**src/rtl/imm_pkg.sv**
```systemverilog
// rtl/imm_pkg.sv - shared encodings for the pipelined immediate generator
//
// Purpose: format-select encodings, the opcode/funct3 constants that qualify
// the shift-amount exception, and a small funct3 helper.
package imm_pkg;

  // Format select carried on in_type; encodings 5..7 are illegal.
  typedef enum logic [2:0] {
    IMM_I = 3'd0,
    IMM_S = 3'd1,
    IMM_B = 3'd2,
    IMM_U = 3'd3,
    IMM_J = 3'd4
  } imm_fmt_e;

  localparam logic [6:0] OP_IMM     = 7'b0010011;
  localparam logic [6:0] OP_IMM_32  = 7'b0011011;

  localparam logic [2:0] F3_SLL     = 3'b001;
  localparam logic [2:0] F3_SRL_SRA = 3'b101;

  // True for the funct3 values that turn an I-type immediate into a shamt.
  function automatic logic is_shift_f3(input logic [2:0] f3);
    return (f3 == F3_SLL) || (f3 == F3_SRL_SRA);
  endfunction

endpackage

```
**src/rtl/imm_decode.sv**
```systemverilog
// rtl/imm_decode.sv - combinational immediate format mux with shift exception
//
// Purpose: extract the I/S/B/U/J immediate from a 32-bit instruction and
// sign-extend it to XLEN. OP-IMM shifts (and OP-IMM-32 shifts on RV64)
// yield the zero-extended shift amount instead of the signed I immediate.
//
// Ports:
//   instr  in   32    instruction word
//   fmt    in   3     format select (imm_fmt_e encoding, 5..7 illegal)
//   imm    out  XLEN  extended immediate, 0 for illegal formats
//   err    out  1     fmt was illegal
module imm_decode
  import imm_pkg::*;
#(
  parameter int XLEN = 32
) (
  input  logic [31:0]     instr,
  input  logic [2:0]      fmt,
  output logic [XLEN-1:0] imm,
  output logic            err
);

  localparam bit RV64 = (XLEN == 64);

  logic [31:0] raw;
  logic [5:0]  shamt;
  logic        use_shamt;

  always_comb begin
    raw       = '0;
    err       = 1'b0;
    shamt     = '0;
    use_shamt = 1'b0;

    // Every legal format is assembled as a 32-bit signed value first; the
    // final step widens it to XLEN by sign extension.
    case (fmt)
      IMM_I:   raw = {{20{instr[31]}}, instr[31:20]};
      IMM_S:   raw = {{20{instr[31]}}, instr[31:25], instr[11:7]};
      IMM_B:   raw = {{19{instr[31]}}, instr[31], instr[7], instr[30:25],
                      instr[11:8], 1'b0};
      IMM_U:   raw = {instr[31:12], 12'b0};
      IMM_J:   raw = {{11{instr[31]}}, instr[31], instr[19:12], instr[20],
                      instr[30:21], 1'b0};
      default: err = 1'b1;
    endcase

    // Only genuine shift opcodes take the shamt path; a load with
    // funct3=101 keeps its signed offset.
    if ((fmt == IMM_I) && is_shift_f3(instr[14:12])) begin
      if (instr[6:0] == OP_IMM) begin
        use_shamt = 1'b1;
        shamt     = RV64 ? instr[25:20] : {1'b0, instr[24:20]};
      end else if (RV64 && (instr[6:0] == OP_IMM_32)) begin
        use_shamt = 1'b1;
        shamt     = {1'b0, instr[24:20]};
      end
    end

    if (use_shamt) begin
      imm = XLEN'(shamt);
    end else begin
      imm = XLEN'($signed(raw));
    end
  end

endmodule

```
**src/rtl/imm_gen_pipe.sv**
```systemverilog
// rtl/imm_gen_pipe.sv - pipelined immediate generator with 2-entry skid buffer
//
// Purpose: decode the immediate of each accepted instruction and present it
// one cycle later through a registered valid/ready output stage. A second
// (skid) entry absorbs the item accepted while the output is stalled, so
// in_ready depends only on registered state and never on out_ready.
//
// Ports:
//   clk        in   1      rising-edge clock
//   rst_n      in   1      synchronous active-low reset
//   in_valid   in   1      upstream has a valid instruction
//   in_ready   out  1      block can accept an instruction this cycle
//   in_instr   in   32     instruction word
//   in_type    in   3      format select, 5..7 illegal
//   in_tag     in   TAG_W  sideband passed through unchanged
//   out_valid  out  1      out_imm/out_err/out_tag are valid
//   out_ready  in   1      downstream accepts the current output
//   out_imm    out  XLEN   extended immediate
//   out_err    out  1      in_type was illegal
//   out_tag    out  TAG_W  tag of the current output
module imm_gen_pipe
  import imm_pkg::*;
#(
  parameter int XLEN  = 32,
  parameter int TAG_W = 5
) (
  input  logic             clk,
  input  logic             rst_n,
  input  logic             in_valid,
  output logic             in_ready,
  input  logic [31:0]      in_instr,
  input  logic [2:0]       in_type,
  input  logic [TAG_W-1:0] in_tag,
  output logic             out_valid,
  input  logic             out_ready,
  output logic [XLEN-1:0]  out_imm,
  output logic             out_err,
  output logic [TAG_W-1:0] out_tag
);

  logic [XLEN-1:0]  dec_imm;
  logic             dec_err;

  logic             skid_valid;
  logic [XLEN-1:0]  skid_imm;
  logic             skid_err;
  logic [TAG_W-1:0] skid_tag;

  logic             in_fire;
  logic             out_free;

  imm_decode #(
    .XLEN (XLEN)
  ) u_decode (
    .instr (in_instr),
    .fmt   (in_type),
    .imm   (dec_imm),
    .err   (dec_err)
  );

  // skid_valid is a flop, so in_ready has no combinational path from out_ready.
  assign in_ready = ~skid_valid;
  assign in_fire  = in_valid & in_ready;
  // The output register may be loaded when it is empty or draining this cycle.
  assign out_free = ~out_valid | out_ready;

  always_ff @(posedge clk) begin
    if (!rst_n) begin
      out_valid  <= 1'b0;
      out_imm    <= '0;
      out_err    <= 1'b0;
      out_tag    <= '0;
      skid_valid <= 1'b0;
      skid_imm   <= '0;
      skid_err   <= 1'b0;
      skid_tag   <= '0;
    end else if (out_free) begin
      if (skid_valid) begin
        // Oldest item first: the skid entry moves up. in_ready is low while
        // the skid entry is occupied, so no new item arrives this cycle.
        out_valid  <= 1'b1;
        out_imm    <= skid_imm;
        out_err    <= skid_err;
        out_tag    <= skid_tag;
        skid_valid <= 1'b0;
      end else begin
        out_valid <= in_fire;
        if (in_fire) begin
          out_imm <= dec_imm;
          out_err <= dec_err;
          out_tag <= in_tag;
        end
      end
    end else if (in_fire) begin
      // Output stalled: park the new result; the output register holds.
      skid_valid <= 1'b1;
      skid_imm   <= dec_imm;
      skid_err   <= dec_err;
      skid_tag   <= in_tag;
    end
  end

endmodule

```
**config.mk**
```make
export PLATFORM = sky130hd
export DESIGN_NAME = imm_gen_pipe
export DESIGN_NICKNAME = d
export VERILOG_FILES = /design/src/rtl/imm_pkg.sv /design/src/rtl/imm_decode.sv /design/src/rtl/imm_gen_pipe.sv
export SDC_FILE = /design/constraint.sdc
export NUM_CORES = 1
export LEC_CHECK = 0
export ABC_AREA = 1
export BUFFER_PORTS_ARGS = -buffer_cell sky130_fd_sc_hd__clkbuf_2
export CORE_UTILIZATION = 55
export CTS_BUF_LIST = sky130_fd_sc_hd__clkbuf_4
export DETAILED_ROUTE_END_ITERATION = 10
export HOLD_SLACK_MARGIN = 0.03
export PLACE_DENSITY = 0.82
export RECOVER_POWER = 25
export SLEW_MARGIN = 25
export SYNTH_ARGS = -nofsm -noshare
export SYNTH_HDL_FRONTEND = slang
export SYNTH_SLANG_ARGS = --single-unit
export TNS_END_PERCENT = 100
```
**constraint.sdc**
```tcl
create_clock -name clk -period 1.55 [get_ports clk]
set_input_delay 0.155 -clock clk [delete_from_list [all_inputs] [get_ports clk]]
set_output_delay 0.155 -clock clk [all_outputs]
set_load 0.01 [all_outputs]
```
### Yosys cells after proc, flatten, opt, wreduce, memory -nomap -nowiden

Cells that the tools add are included.

| cells by class | value |
|---|---|
| equality and inequality tests | 7 |
| reductions and logical operators | 8 |
| divide/modulo/power cells | 0 |
| mux-type cells | 14 |
| shift operators | 0 |
| bitwise operators | 6 |
| add/subtract/negate cells | 0 |
| $lt $le $gt $ge | 0 |
| $mul | 0 |

Operators with widths:

| kind | count |
|---|---|
| $pmux 32 s5 | 1 |
| $mux 32 | 3 |
| $mux 5 | 3 |
| $eq 7x5->1 const B | 1 |
| $eq 3x1->1 const B | 2 |
| $eq 3x2->1 const B | 2 |
| $eq 3x3->1 const B | 2 |
| $mux 1 | 6 |
| $mux 6 | 1 |
| $reduce_or 5->1 | 1 |
| $not 1->1 | 4 |
| $reduce_and 2->1 | 2 |
| $logic_not 3->1 | 1 |
| $reduce_bool 2->1 | 1 |
| $reduce_or 2->1 | 1 |
| $and 1x1->1 | 1 |
| $logic_and 1x1->1 | 1 |
| $logic_or 1x1->1 | 1 |
| $or 1x1->1 | 1 |

| storage, ports and cells | value |
|---|---|
| bits in latches | 0 |
| flip-flop bits (word level) | 78 |
| memory bits (writable) | 0 |
| memories kept | 0 |
| ROM bits | 0 |

### Logic depth before layout (Yosys ltp)

Gate-level depths: netlist (run 1).

| depth | value |
|---|---|
| depth after elaboration | 7 |
| depth in mapped cells | 9 |
| mapped depth without buffers | 8 |

### By module

From an unflattened synthesis (run 1), not the netlist that was laid out.

| second synthesis, totals | value |
|---|---|
| cell total of the unflattened synthesis | 741 |
| area, all modules | 4309.1 sq um |

Modules (own cells, without submodules):

| module | seq. area each (sq um) | times used | area an instance (sq um) | cells each |
|---|---|---|---|---|
| imm_gen_pipe | 1561.5 | 1 | 3619.7 | 586 |
| imm_decode | 0.0 | 1 | 689.4 | 155 |

### Worst setup path before layout (run 1)

Ideal clock, no wire load.

| path | value |
|---|---|
| path kind | register to register |
| from | register out_valid |
| to | register skid_imm[10] |
| cell stages (with the launch flop) | 7 |
| required time | 1422 ps |
| path slack | 270 ps |
| buffers on the path | 1 |
| arrival time | 1151 ps |
| cell sequence | dfxtp_1 -> inv_1 -> nor2_2 -> nand3_2 -> inv_2 -> clkbuf_1 -> a21oi_1 |

| between the ends | value |
|---|---|
| cells in the longest elaborated chain, start to end | 4 |

Ends and longest elaborated chain:

| element | line | source |
|---|---|---|
| start: declaration | imm_gen_pipe.sv:34 | `output logic out_valid,` |
| start signal: assignment | imm_gen_pipe.sv:87 | `out_valid <= in_fire;` |
| $not 1->1 | imm_gen_pipe.sv:65 | `assign out_free = ~out_valid \| out_ready;` |
| $or 1x1->1 | imm_gen_pipe.sv:65 |  |
| $not 1->1 (no line) | -- |  |
| $reduce_and 2->1 (no line) | -- |  |
| end signal: assignment | imm_gen_pipe.sv:97 | `skid_imm <= dec_imm;` |
| end: declaration | imm_gen_pipe.sv:45 | `logic [XLEN-1:0] skid_imm;` |

Every way passes these cells.
A chain may end at the register's enable or synchronous reset.

### Worst setup path in the final report (run 1)

| path | value |
|---|---|
| from | register skid_valid |
| to | output in_ready |

| between the ends | value |
|---|---|
| cells in the longest elaborated chain, start to end | 1 |

Ends and longest elaborated chain:

| element | line | source |
|---|---|---|
| start: declaration | imm_gen_pipe.sv:44 | `logic skid_valid;` |
| start signal: assignment | imm_gen_pipe.sv:73 | `skid_valid <= 1'b0;` |
| start signal: assignment | imm_gen_pipe.sv:85 | `skid_valid <= 1'b0;` |
| start signal: assignment | imm_gen_pipe.sv:96 | `skid_valid <= 1'b1;` |
| $not 1->1 | imm_gen_pipe.sv:62 | `assign in_ready = ~skid_valid;` |
| end: declaration | imm_gen_pipe.sv:30 | `output logic in_ready,` |

Every way passes these cells.

==> impl_metrics.csv, run 1 <==
group,metric,value,unit
global_routing,track_usage,0.304,
timing,final-setup-viol-count,0,
outcome,status,"finished, final reports clean",
timing,final.setup_skew,0.0194,ns
timing,hold_violations,0,
critical_path,critPathArrivalTime,1.32,ns
pwr,powerDensity,1010,nW/um^2
critical_path,r2r_start,"out_valid$_SDFFE_PN0P_",
final_layout,drive_above_1_share,0.171,
clock_tree,htree_num_levels,3,
global_routing,grt_max_degree,73,
drt,vias_per_cell,5.89,
pwr,p_clk_frac,0.325,
yosys,yosysMostFrequentCell,"nand2_1",
critical_path,endpoint_kind,"primary output",
final_layout,final_nets,606,
floorplanning,io_pins,84,
critical_path,reg2reg_slack,0.14,ns
place,gp_congestion,0.812,
pwr,irDropWorstVdd,0.638,mV
yosys,synth_edf_count,0,
critical_path,cp-start-kind,"register",
timing,min_period_over_period,0.953,
timing,worstMarginPinSlew,0.373,ns
global_routing,grt-busiest-layer,"met2",
critical_path,crit_type,"reg -> out",
floorplanning,num_rows,28,
timing,layout_min_cycle_time,1.48,ns
yosys,syn-cell-area,3440,um^2
timing,rsz0062_at_grt,"no",
yosys,synth_top_area_frac,0.454,
global_routing,met2_usage,0.492,
yosys,synth_common_cells,"107 x nand2_1, 100 x a21oi_1, 78 x dfxtp_1",
yosys,ys_seq_elements,78,
critical_path,slowest_delay,0.36,ns
yosys,synth_top_area_cell,"dfxtp_1",
hold_path,hold_start,"in_instr[22]",
hold_path,whs_endpoint,"skid_imm[2]$_SDFFE_PN0P_",
pwr,switchingPower,1.21,mW
clock_tree,cts_tree,"yes",
floorplanning,die-area,6570,um^2
final_layout,area_growth,23.0,%
place,io_buffer_count,83,
floorplanning,dieWidth,81.1,um
clock_tree,clkTransAtPathRegs,0.14,ns
drt,wire_per_inst,14.9,um
drt,drt_pre_antenna_iters,8,
drt,drt_iter0_drc,351,
place,dp_hpwl,5870,um
floorplanning,initial_core_util,0.574,
pwr,internal_power,3.07,mW
hold_path,hp-class,"in -> reg",
timing,holdWs,0.0451,ns
global_routing,antenna_found_initial,0,
clock_tree,cts_setup_buffers,0,
critical_path,cpMaxStageDelayCell,"dfxtp_1",
final_layout,fillers,524,
job,cap_viol_max_count,0,
pwr,p_leak,1.86,nW
pwr,p_comb_frac,0.162,
drt,drc,0,
critical_path,cp_max_fo,39,
yosys,synth_area_per_cell,7.19,um^2
pwr,switching_share,0.283,
pwr,pwr-share-seq,0.513,
drt,vias,3781,
global_routing,grt-ovfl-total,0,
final_layout,fin_cells,642,
yosys,synth-seq-area-share,0.454,
critical_path,required,1.39,ns
global_routing,first_global_vias,3308,
clock_tree,cts_buffers,9,
timing,slew_headroom,0.751,
yosys,yosys_most_used_dff,"dfxtp_1",
critical_path,reg2reg_depth,7,
floorplanning,die_h,81.1,um
clock_tree,ctsLongestPathBuffers,2,
place,post-place-cells,610,
yosys,synth.top_cells.by_area,"dfxtp_1 45%, a21oi_1 15%, nand2_1 12%",
yosys,synthesis.nets,522,
timing,finalMaxSlewViolations,0,
critical_path,worst_r2r_endpoint,"skid_imm[31]$_SDFFE_PN0P_",
yosys,syn-instance-count,478,
clock_tree,clock-root-buffer,"clkbuf_4",
yosys,ys_warn_count,0,
drt,wl,9550,um
floorplanning,core-area,5990,um^2
timing,fmax,677,MHz
clock_tree,insertion_delay,0.43,ns
global_routing,gr-usage-met3,0.0494,
critical_path,crit_chain,"inv_1 -> buf_12 -> clkbuf_2",
timing,fin_setup_tns,0,ns
yosys,async_reset_ff_frac,0,
clock_tree,cts.sinks,78,
global_routing,use_met1,0.396,
hold_path,holdPathStages,3,
final_layout,num_antenna_cells,0,
yosys,ys_types,22,
global_routing,grt_pass1_wl,15300,um
drt,postRouteAntennaNets,0,
area by class of cell:
type,count,area [um^2],area share
clock buffer,10,75.1,0.0178
clock inverter,6,86.3,0.0204
inverter,12,52.6,0.0124
multi-input combinational,350,1650,0.390
sequential,78,1560,0.369
tap,75,93.8,0.0222
timing repair buffer,111,711,0.168
logic make-up after synthesis:
kind of cell           after synthesis  share of synthesized area
AOI/OAI and AO/OA                  182                      0.269
and+or+nand+nor                    168                      0.211
buffers and inverters               50                     0.0659
DFF                                 78                      0.454
per-stage QoR:
step / total power [mW] / cell area [um^2] / utilization / worst slack (ns)
final: 4.28 / 4230 / 0.706 / 0.0736
after global routing: 4.46 / 4230 / 0.706 / 0.00356
after CTS: 4.27 / 4250 / 0.709 / 0.0237
after detailed placement: 2.89 / 3920 / 0.654 / 0.139
after global placement: 2.87 / 3920 / 0.654 / 0.170
after floorplan: 2.63 / 3440 / - / 0.270
power by group through the flow:
| stage | clock, mW | combinational, mW | sequential, mW |
|---|---|---|---|
| 4_1_cts | 1.39 | 0.693 | 2.19 |
| 3_3_place_gp | 0 | 0.640 | 2.23 |
| 3_5_place_dp | 0 | 0.656 | 2.23 |
| 5_1_grt | 1.48 | 0.775 | 2.20 |
| 6_report | 1.39 | 0.694 | 2.19 |
| 2_1_floorplan | 0 | 0.361 | 2.26 |
timing repair:
action	4_1_cts	5_1_grt
hold endpoints to repair	23	0
hold buffers	16	0
gates resized for setup	2	6
gates cloned	0	0
setup endpoints to repair	1	50
state kept, by name, indices dropped and copies added (netlist names):
name        count
out_valid       1
out_imm        32
out_err         1
out_tag         5
skid_tag        5
skid_err        1
skid_valid      1
skid_imm       32
critical path: cells and delay by family (launching register included):
kind | cells | cell delay [ns]
buffers and inverters | 3 | 0.54
DFF | 1 | 0.36
layer usage:
metal  up-vias  share of wire
met5         -              0
met4         0          0.016
met3        22          0.078
met2       183           0.48
met1      1755           0.43
li1       1821              -
cell usage in the layout (no fill, tap or decap), types with 4 or more instances in the layout:
cell type | netlist | layout
o21ai_1 | 13 | 13
buf_4 | 3 | 5
clkbuf_4 | 0 | 10
nand2_1 | 107 | 107
nand4_1 | 8 | 8
a21oi_1 | 100 | 100
clkbuf_2 | 1 | 56
dfxtp_1 | 78 | 78
buf_12 | 0 | 6
clkbuf_1 | 17 | 27
dlygate4sd3_1 | 0 | 16
nand3_1 | 34 | 34
a31oi_1 | 10 | 10
o21ai_0 | 59 | 59
inv_1 | 8 | 8
nor2_1 | 9 | 9
nand2_2 | 4 | 4
how the worst max path moves through the flow:
stage	from	end	slack, ns	cells past startpoint
2_1_floorplan	out_valid$_SDFFE_PN0P_	skid_imm[10]$_SDFFE_PN0P_	0.27	6
3_3_place_gp	skid_valid$_SDFFE_PP0P_	out_imm[1]$_SDFFE_PN0P_	0.17	5
3_5_place_dp	skid_valid$_SDFFE_PP0P_	out_imm[12]$_SDFFE_PN0P_	0.14	5
4_1_cts	skid_valid$_SDFFE_PP0P_	in_ready	0.02	3
5_1_grt	out_valid$_SDFFE_PN0P_	skid_imm[31]$_SDFFE_PN0P_	0.004	7
6_report	skid_valid$_SDFFE_PP0P_	in_ready	0.07	3
Note: power is estimated with default switching activity, not from simulation.
==> inputs of run 2 (changes only) <==
--- a/config.mk
+++ b/config.mk
@@ -7,7 +7,7 @@
 export LEC_CHECK = 0
 export ABC_AREA = 1
 export BUFFER_PORTS_ARGS = -buffer_cell sky130_fd_sc_hd__clkbuf_2
-export CORE_UTILIZATION = 55
+export CORE_UTILIZATION = 57
 export CTS_BUF_LIST = sky130_fd_sc_hd__clkbuf_4
 export DETAILED_ROUTE_END_ITERATION = 10
 export HOLD_SLACK_MARGIN = 0.03
@@ -16,5 +16,6 @@
 export SLEW_MARGIN = 25
 export SYNTH_ARGS = -nofsm -noshare
 export SYNTH_HDL_FRONTEND = slang
+export SYNTH_HIERARCHICAL = 1
 export SYNTH_SLANG_ARGS = --single-unit
 export TNS_END_PERCENT = 100
==> run 2 against run 1 <==
Net effect:
- count of clock-buffer cells in the layout is the same
- worst hold slack improved by 0.022 ns
- clock power down 11%
- combinational power up 30%
- sequential share of layout area fell by 4.8 points
- maximum frequency increased by 10%
- via count grew 16%
- synthesized area increased by 25%
==> impl_metrics.csv, run 2 <==
group,metric,value,unit
clock_tree,cts.sinks,78,
floorplanning,num_rows,31,
critical_path,reg2reg_slack,0.22,ns
critical_path,critPathLaunch,"skid_valid$_SDFFE_PP0P_",
yosys,synth_top_area_cell,"dfxtp_1",
drt,wl,9760,um
yosys,synth_top_area_frac,0.362,
clock_tree,cts_buffers,9,
floorplanning,initial_core_util,0.591,
critical_path,worstSetupEndpoint,"in_ready",
timing,setup_ws,0.212,ns
pwr,p_leak,2.54,nW
critical_path,cp_max_fo,17,
pwr,total_power,4.35,mW
yosys,synth_edf_count,0,
global_routing,first_global_vias,3844,
place,gp_congestion,0.912,
drt,postRouteAntennaNets,0,
yosys,ys_seq_elements,78,
drt,drt_pre_antenna_iters,5,
timing,hold_violations,0,
hold_path,hp-class,"in -> reg",
timing,fmax,747,MHz
place,io_buffer_count,83,
critical_path,crit_type,"reg -> out",
outcome,status,"finished, final reports clean",
clock_tree,ctsLongestPathBuffers,2,
clock_tree,cts_setup_buffers,0,
yosys,async_reset_ff_frac,0,
yosys,yosysMostFrequentCell,"nand2_1",
floorplanning,io_pins,84,
final_layout,layout_commonest_cell,"nand2_1",
final_layout,final_cell_mix,"244 x nand2_1, 167 x nor2_1, 102 x inv_1",
floorplanning,dieWidth,88.9,um
pwr,irDropWorstVdd,0.480,mV
clock_tree,insertion_delay,0.41,ns
critical_path,required,1.39,ns
timing,finalMaxSlewViolations,0,
yosys,synth.top_cells.by_area,"dfxtp_1 36%, nand2_1 21%, nor2_1 15%",
critical_path,reg2reg_depth,7,
floorplanning,die_h,88.9,um
yosys,ys_types,20,
yosys,synth_area_per_cell,5.82,um^2
timing,rsz0062_at_grt,"no",
global_routing,track_usage,0.259,
timing,final.setup_skew,0.0125,ns
job,cap_viol_max_count,0,
global_routing,grt_pass1_wl,16200,um
critical_path,endpoint_kind,"primary output",
clock_tree,cts_tree,"yes",
yosys,syn-cell-area,4310,um^2
drt,drt_iter0_drc,221,
place,dp_slack,0.0743,ns
timing,fin_setup_tns,0,ns
critical_path,critPathArrivalTime,1.18,ns
timing,worstMarginPinSlew,0.467,ns
clock_tree,hold_buffers,0,
global_routing,grt_max_degree,69,
yosys,synthesis.nets,785,
final_layout,final_nets,848,
clock_tree,clock-root-buffer,"clkbuf_4",
yosys,synth_common_cells,"244 x nand2_1, 170 x nor2_1, 102 x inv_1",
floorplanning,die-area,7910,um^2
yosys,synth-seq-area-share,0.362,
final_layout,fillers,714,
clock_tree,clkTransAtPathRegs,0.13,ns
timing,min_period_over_period,0.863,
global_routing,antenna_found_initial,0,
final_layout,num_antenna_cells,0,
drt,vias_per_cell,4.85,
final_layout,reg_top3,"out_imm: 32 flops, skid_imm: 32 flops",
drt,wire_per_inst,10.8,um
timing,layout_min_cycle_time,1.34,ns
clock_tree,htree_num_levels,3,
final_layout,drive_above_1_share,0.122,
pwr,powerDensity,894,nW/um^2
critical_path,worst_r2r_endpoint,"out_imm[15]$_SDFFE_PN0P_",
global_routing,grt-ovfl-total,0,
yosys,syn-instance-count,741,
drt,drc,0,
timing,final-setup-viol-count,0,
drt,vias,4404,
floorplanning,core-area,7290,um^2
timing,slew_headroom,0.689,
final_layout,area_growth,13.0,%
clock_tree,cts_resized,0,
critical_path,r2r_start,"skid_valid$_SDFFE_PP0P_",
yosys,ys_warn_count,6,
yosys,yosys_most_used_dff,"dfxtp_1",
critical_path,cp-start-kind,"register",
place,dp_hpwl,6570,um
## run 2: cell types whose count changed in the layout (fill, tap and decap cells not counted), sizes merged, moves of 7 or more
cell | previous run | this run
nand3 | 35 | 53
o21ai | 72 | 38
nand4 | 8 | 1
inv | 12 | 108
a21oi | 100 | 0
dlygate4sd3 | 16 | 0
a31oi | 10 | 0
nor2 | 13 | 173
nand2 | 111 | 250
## run 2: critical path, cell delays in order, from the launching register on
cell and delay (ns):
dfxtp_2 0.55, inv_2 0.08, clkbuf_2 0.14
## run 2: area by class of cell
| type | instances | area (um^2) | area share |
|---|---|---|---|
| inverter | 107 | 402 | 0.0825 |
| multi-input combinational | 515 | 2110 | 0.434 |
| tap | 99 | 124 | 0.0254 |
| sequential | 78 | 1560 | 0.321 |
| clock buffer | 10 | 75.1 | 0.0154 |
| timing repair buffer | 93 | 532 | 0.109 |
| clock inverter | 6 | 61.3 | 0.0126 |
## run 2: kinds of logic (layout without fill, tap and decap cells)
| logic type | after synthesis | after routing | share of synthesized area |
|---|---|---|---|
| flops | 78 | 78 | 0.362 |
| buf+inv | 148 | 216 | 0.149 |
| compound gates | 38 | 38 | 0.0441 |
| simple gates | 477 | 477 | 0.445 |
## run 2: routing by layer
layer / up-vias / part of all wire / GRT usage / routed length, um
li1: 2309 / - / - / -
met1: 1930 / 0.45 / 0.318 / 4390
met2: 148 / 0.46 / 0.452 / 4500
met3: 17 / 0.069 / 0.0526 / 678
met4: 0 / 0.020 / 0.0952 / 194
met5: - / 0 / 0 / 0
## run 2: power breakdown
| group | leakage (nW) | switching (mW) | internal (mW) |
|---|---|---|---|
| Combinational | 1.83 | 0.570 | 0.331 |
| Clock | 0.0681 | 0.735 | 0.506 |
| Sequential | 0.641 | 0.0696 | 2.14 |
| Total | 2.54 | 1.37 | 2.98 |
## run 2: metrics by stage
step           hold WS [ns]  cells  cell area (um^2)   util
2_1_floorplan         0.360    741              4310      -
3_3_place_gp          0.462    892              4780  0.655
3_5_place_dp          0.474    892              4780  0.655
4_1_cts              0.0464    908              4920  0.674
5_1_grt              0.0808    908              4870  0.668
6_report             0.0667    908              4870  0.668
## run 2: worst min-delay path by stage
stage                              start                         to  slack (ns)  cells past startpoint
2_1_floorplan                  out_ready    skid_valid$_SDFFE_PP0P_        0.36                      3
3_3_place_gp   skid_imm[31]$_SDFFE_PN0P_  skid_imm[31]$_SDFFE_PN0P_        0.46                      2
3_5_place_dp    skid_tag[0]$_SDFFE_PN0P_   skid_tag[0]$_SDFFE_PN0P_        0.47                      2
4_1_cts                        in_tag[2]   skid_tag[2]$_SDFFE_PN0P_        0.05                      5
5_1_grt                        in_tag[2]   skid_tag[2]$_SDFFE_PN0P_        0.08                      5
6_report                       in_tag[3]   skid_tag[3]$_SDFFE_PN0P_        0.07                      5
